===== config.mk =====
export PLATFORM = sky130hd
export DESIGN_NAME = bitfusion_weight_loader
export DESIGN_NICKNAME = d
export VERILOG_FILES = /design/src/rtl/bitfusion_pkg.sv /design/src/rtl/skew_reg_bank.sv /design/src/rtl/bitfusion_weight_loader.sv
export SDC_FILE = /design/constraint.sdc
export NUM_CORES = 1
export LEC_CHECK = 0
export BUFFER_PORTS_ARGS = -buffer_cell sky130_fd_sc_hd__buf_4
export CORE_ASPECT_RATIO = 1.1
export CORE_MARGIN = 3
export CORE_UTILIZATION = 57
export CTS_BUF_LIST = sky130_fd_sc_hd__clkbuf_16
export DETAILED_ROUTE_END_ITERATION = 7
export PLACE_DENSITY = 0.79
export REMOVE_ABC_BUFFERS = 1
export SLEW_MARGIN = 20
export SYNTH_ARGS = -nofsm -noshare
export SYNTH_HDL_FRONTEND = slang
export SYNTH_HIERARCHICAL = 1
export SYNTH_SLANG_ARGS = --single-unit

===== constraint.sdc =====
create_clock -name clk -period 4.08 [get_ports clk]
set_clock_uncertainty 0.05 [all_clocks]
set_input_delay 0 -clock clk [delete_from_list [all_inputs] [get_ports clk]]
set_output_delay 0 -clock clk [all_outputs]
set_load 0.02 [all_outputs]

===== src/rtl/bitfusion_pkg.sv =====
// Shared BitFusion column constants and the weight-loader state encoding.
// The column top uses the same row-count constant so both stay in step.
package bitfusion_pkg;

    localparam int BF_ROWS = 16;
    localparam int BF_DW   = 32;

    typedef enum logic [1:0] {
        FILL  = 2'd0,
        ISSUE = 2'd1,
        HOLD  = 2'd2
    } loader_state_t;

endpackage


===== src/rtl/skew_reg_bank.sv =====
// Per-row weight output registers for one column; each row loads only when its
// one-hot write enable is set, so untouched rows keep the previous tile's word.
module skew_reg_bank #(
    parameter int ROWS = 16,
    parameter int DW   = 32
) (
    input  logic                 clk,
    input  logic                 reset,
    input  logic [ROWS-1:0]      row_we,
    input  logic [DW-1:0]        row_data,
    output logic [ROWS*DW-1:0]   rows
);

    genvar gi;
    generate
        for (gi = 0; gi < ROWS; gi++) begin : g_row
            logic [DW-1:0] row_reg;

            always_ff @(posedge clk or negedge reset) begin
                if (!reset) begin
                    row_reg <= '0;
                end else if (row_we[gi]) begin
                    row_reg <= row_data;
                end
            end

            assign rows[gi*DW +: DW] = row_reg;
        end
    endgenerate

endmodule


===== src/rtl/bitfusion_weight_loader.sv =====
// Collects ROWS weight words into a shadow bank, writes them to the column rows one
// row per cycle (diagonal skew), then holds them stationary for hold_len cycles.
module bitfusion_weight_loader
    import bitfusion_pkg::*;
#(
    parameter int ROWS = BF_ROWS,
    parameter int DW   = BF_DW,
    parameter int HW   = 8
) (
    input  logic                 clk,
    input  logic                 reset,
    input  logic                 flush,
    input  logic                 s_valid,
    output logic                 s_ready,
    input  logic [DW-1:0]        s_data,
    input  logic [HW-1:0]        hold_len,
    output logic [ROWS*DW-1:0]   wbuf_data,
    output logic                 busy,
    output logic                 tile_done
);

    localparam int CW = $clog2(ROWS);
    localparam logic [CW-1:0] LAST = CW'(ROWS - 1);

    loader_state_t state_reg, state_next;
    logic [CW-1:0] cnt_reg, cnt_next;
    logic [HW-1:0] hold_reg, hold_next;
    logic          tile_done_reg, tile_done_next;
    logic          shadow_we;
    logic [ROWS-1:0] row_we;

    logic [DW-1:0] shadow [ROWS];

    always_ff @(posedge clk or negedge reset) begin
        if (!reset) begin
            state_reg     <= FILL;
            cnt_reg       <= '0;
            hold_reg      <= '0;
            tile_done_reg <= 1'b0;
        end else begin
            state_reg     <= state_next;
            cnt_reg       <= cnt_next;
            hold_reg      <= hold_next;
            tile_done_reg <= tile_done_next;
        end
    end

    // cnt doubles as the fill index and the ISSUE row index; both start from 0.
    always_comb begin
        state_next     = state_reg;
        cnt_next       = cnt_reg;
        hold_next      = hold_reg;
        tile_done_next = 1'b0;
        shadow_we      = 1'b0;
        row_we         = '0;

        case (state_reg)
            FILL: begin
                if (s_valid) begin
                    shadow_we = 1'b1;
                    if (cnt_reg == LAST) begin
                        cnt_next   = '0;
                        hold_next  = hold_len;
                        state_next = ISSUE;
                    end else begin
                        cnt_next = cnt_reg + 1'b1;
                    end
                end
            end
            ISSUE: begin
                row_we[cnt_reg] = 1'b1;
                if (cnt_reg == LAST) begin
                    cnt_next = '0;
                    if (hold_reg != '0) begin
                        state_next = HOLD;
                    end else begin
                        state_next     = FILL;
                        tile_done_next = 1'b1;
                    end
                end else begin
                    cnt_next = cnt_reg + 1'b1;
                end
            end
            HOLD: begin
                if (hold_reg <= HW'(1)) begin
                    state_next     = FILL;
                    tile_done_next = 1'b1;
                end else begin
                    hold_next = hold_reg - 1'b1;
                end
            end
            default: begin
                state_next = FILL;
                cnt_next   = '0;
            end
        endcase

        // Abort wins: no shadow or row write, partial tile discarded, outputs frozen.
        if (flush) begin
            state_next     = FILL;
            cnt_next       = '0;
            hold_next      = hold_reg;
            tile_done_next = 1'b0;
            shadow_we      = 1'b0;
            row_we         = '0;
        end
    end

    always_ff @(posedge clk) begin
        if (shadow_we) begin
            shadow[cnt_reg] <= s_data;
        end
    end

    skew_reg_bank #(
        .ROWS (ROWS),
        .DW   (DW)
    ) u_bank (
        .clk      (clk),
        .reset    (reset),
        .row_we   (row_we),
        .row_data (shadow[cnt_reg]),
        .rows     (wbuf_data)
    );

    assign s_ready   = (state_reg == FILL);
    assign busy      = (state_reg == ISSUE) || (state_reg == HOLD);
    assign tile_done = tile_done_reg;

endmodule


==> PnR_summary.wiki <==
{| class="wikitable"
! Metric !! Value
|-
| Status || completed
|-
| Post-Synthesis Mean Instance Area || 20.35 um^2
|-
| Number of instances in the synthesized netlist || between 2,000 and 2,500
|-
| Final HPWL from detailed placement || around 72 mm
|-
| Data arrival time of the critical path || 3.72 ns
|-
| Leakage power summed over all cells || about 0.021 uW
|-
| Number of H-tree branching levels || 3
|-
| Number of rows in the core area || 102
|-
| Top-level port count || 559
|-
| Cell with the biggest individual delay on the critical path || nor2b_1
|-
| Layout net count || ~2,700
|-
| Max-Slew Margin vs Limit || around 36%
|-
| R2r endpoint || u_bank/g_row[0].row_reg[11]
|-
| Post-layout total power || 28,300 uW
|-
| Maximum vdd ir drop || 0.3334 mV
|-
| All-layer global routing usage || 30.47%
|-
| CP bufs+invs || 2
|-
| Starting utilization of the core area || 57.70%
|-
| Number of failing setup endpoints in the final timing report || 0
|-
| Setup TNS after final layout || 0 ns
|-
| Floorplan die width || 260.9 um
|-
| Global-route wire length before repair || around 160 mm
|-
| Maximum fanout encountered on the critical timing path || 13
|-
| Final number of hold-violating endpoints || 0
|-
| Antenna viol nets, final || 0
|-
| Sequential element share of the synthesized area || between 70% and 80%
|-
| CTS tree || built
|-
| Via count of the routed design || 22,170
|-
| Remaining global-route overflow || 0
|-
| Maximum frequency from static timing analysis || between 300 and 400 MHz
|-
| Vias in the first global route || 22,910
|-
| Number of optimization iterations in the first detailed-route pass || 5
|-
| Data required time at the worst endpoint || between 4 and 5 ns
|-
| Number of antenna violations at the first check in global routing || 3
|-
| Final Cycle Share || 79.37%
|-
| Detailed-route vias per instance || 6.093
|-
| Iteration-0 DRC Markers || 2,331
|-
| Worst flop-to-flop path startpoint || state_reg[1]
|-
| Beginning of the critical path || state_reg[1]
|-
| Worst r2r path cells || 7
|-
| Die height || about 290 um
|-
| Number of max-slew violations in the final report || 0
|-
| Clock insertion delay at the later pin of the skew report || 0.66 ns
|-
| Type of the most critical hold path || input port to flip-flop
|-
| Cell chain of the critical path || inv_1 > ha_1 > nor2b_1 > nand2_1 > nor2_4 > buf_4 > mux2_2
|-
| Actual transition at the worst max-transition pin || 0.9572 ns
|-
| Clock buffers created by TritonCTS || 97
|-
| Cell at the root of the clock tree || clkbuf_16
|-
| Startpoint kind of the worst setup timing path || flip-flop
|-
| Largest net degree at the start of global routing || 105
|-
| Area used by sequential logic in the layout || 28,570 um^2
|-
| WL/cell || 31.25 um
|-
| Cell Pwr Density || 572.5 nW/um^2
|-
| Filler cells || 4,223
|-
| Setup repair after global routing missed its margin || false
|-
| Maximum Capacitance Violations || 0
|-
| Total wirelength of the detailed-routed design || approximately 110 mm
|-
| Cell type group with the largest total delay on the critical path || simple AND/OR/NAND/NOR gates
|-
| TritonCTS Sinks || 1,039
|-
| Number of DRC violations after detailed routing || 0
|-
| Crit path capture || u_bank/g_row[0].row_reg[11]
|-
| Setup Crit Path Kind || flip-flop to flip-flop
|-
| Final Hold Slack || 0.1224 ns
|-
| Clock transition time at the flip-flop clock pins of the worst setup and hold paths || 0.07 ns
|-
| Number of cells on the worst hold path || 4
|-
| Flop2flop setup slack || 0.84 ns
|-
| Register bit total from synthesis || around 1,000
|-
| Critical path depth || 7
|-
| Post-layout minimum cycle time || 3.238 ns
|-
| Total area of multi-input combinational cells || 11,130 um^2
|-
| Layout cells sized above 1 || a little over half
|-
| PortBufs || 558
|-
| Unique cell type count in the Yosys netlist || 45
|-
| Syn Std Cell Area || 40,720 um^2
|-
| Routability congestion estimate || 0.8648
|-
| Post-synthesis to final-layout area growth || 21.38%
|-
| Max incr delay on CP || about 0.64 ns
|-
| Clock buffer depth || 3
|-
| Syn. warnings || 6
|-
| Number of buffers inserted by post-CTS setup repair || 0
|-
| CP endpoint kind || flip-flop
|-
| Placeable core region || between 70,000 and 80,000 um^2
|-
| Overall die area || ~75,000 um^2
|}
==> cell usage after synthesis, drive strengths merged <==
cell,instances,area share (%)
dfrtp,527,32
edfxtp,512,38
mux2,512,16
mux4,160,8.8
buf,91,2.5
clkbuf,52,0.48
nor2,34,0.31
nand2,15,0.14
ha,11,0.34
inv,10,0.092
nor3,8,0.098
o21ai,7,0.086
o31ai,7,0.13
nand2b,6,0.092
nand3,6,0.074
and3,5,0.077
a31oi,4,0.061
nor3b,4,0.086
mux2i,3,0.074
nor2b,3,0.046
or2,3,0.046
a21oi,2,0.025
and2,2,0.031
nor4,2,0.031
o22a,2,0.043
a211o,1,0.022
a221oi,1,0.022
a22o,1,0.022
a2bb2oi,1,0.022
and3b,1,0.022
nand4b,1,0.022
o211ai,1,0.018
o21bai,1,0.018
o31a,1,0.022
o41ai,1,0.022
or3,1,0.015
or3b,1,0.022
or4b,1,0.025
==> metal layers <==
layer	vias up	track usage (%)	share of wire (%)
met2	1193	49.79	49
met3	306	6.142	7.9
met1	11760	39.11	37
met4	2	15.57	5.8
met5	-	0	0.011
li1	8909	-	-
==> metrics by stage <==
step | setup slack (ns) | util (%) | cells | cell area (um^2)
floorplan | -4.311 | - | 1858 | 39520
global placement | 0.9429 | 65.07 | 3409 | 45920
detailed placement | 0.9009 | 65.07 | 3409 | 45920
CTS | 0.8610 | 70.03 | 3634 | 49420
global route | 0.7382 | 70.03 | 3635 | 49420
finish | 0.8417 | 70.04 | 3638 | 49430
==> kinds of logic (layout without fill, tap and decap cells) <==
group	count (synthesis)	after routing	synth area share, %
buffers and inverters	153	850	3.045
adders and majority gates	11	11	0.3380
other	0	4	0
and+or+nand+nor	93	93	1.137
AOI/OAI and AO/OA	30	30	0.5101
muxes	675	675	24.83
DFF	1039	1039	70.14
==> layout make-up <==
cell class	instances	area share, %
clock inverters	80	1.104
diodes	4	0.02025
flip-flops and latches	1039	57.80
multi-input cells	809	22.51
clock buffers	100	5.062
inverters	10	0.07594
repair buffers	660	11.05
well taps	936	2.369
==> power by group <==
part | switching [uW] | leakage, uW | internal, uW | total (uW)
sequential | 660 | 0.0118 | 11900 | 12500
clock | 3880 | 0.00157 | 4770 | 8660
combinational | 4110 | 0.00756 | 3000 | 7100
==> cell usage in the layout, fill, tap and decap left out, types with 3 or more instances in the layout <==
cell type      netlist  layout
o31ai_1              7       7
o21ai_0              5       5
buf_4                0     583
diode_2              0       4
nand2_1             15      15
mux2i_1              3       3
nor2_4               0      27
a31oi_1              4       4
nor2b_1              3       3
buf_12               0      31
dlygate4sd3_1        0      45
mux2_4             190     190
dfrtp_1            527     523
nor3b_1              3       3
clkinv_2             0      17
edfxtp_1           512     512
ha_1                11      11
mux2_2             322     322
nor3_1               8       8
bufinv_16            0       5
mux4_2             160     160
clkinv_1             0      19
inv_1               10      34
nor2_1              34       7
nand3_1              6       6
and3_2               0       4
clkinvlp_4           0       6
nand2b_1             6       6
clkbuf_16            0     100
==> what timing repair did <==
item | 4_1_cts | 5_1_grt
endpoints found under the hold margin | 631 | 0
hold buffers | 45 | 0
gates resized for setup | 0 | 0
==> worst reg2reg max path, cell delays in order (launching register included) <==
cell and delay (ns):
dfrtp_1 0.40, inv_1 0.13, ha_1 0.20, nor2b_1 0.64, nand2_1 0.36, nor2_4 0.56
buf_4 0.38, mux2_2 0.39
==> worst min-delay path by stage <==
stage	start	end	slack [ns]
floorplan	reset	cnt_reg[0]	-0.35
global placement	reset	u_bank/g_row[12].row_reg[28]	0.07
detailed placement	reset	u_bank/g_row[12].row_reg[28]	0.07
CTS	s_data[16]	shadow[13][16]	0.09
global route	s_data[26]	shadow[10][26]	0.15
finish	hold_len[3]	hold_reg[3]	0.12
Note: power is estimated with default switching activity, not from simulation.
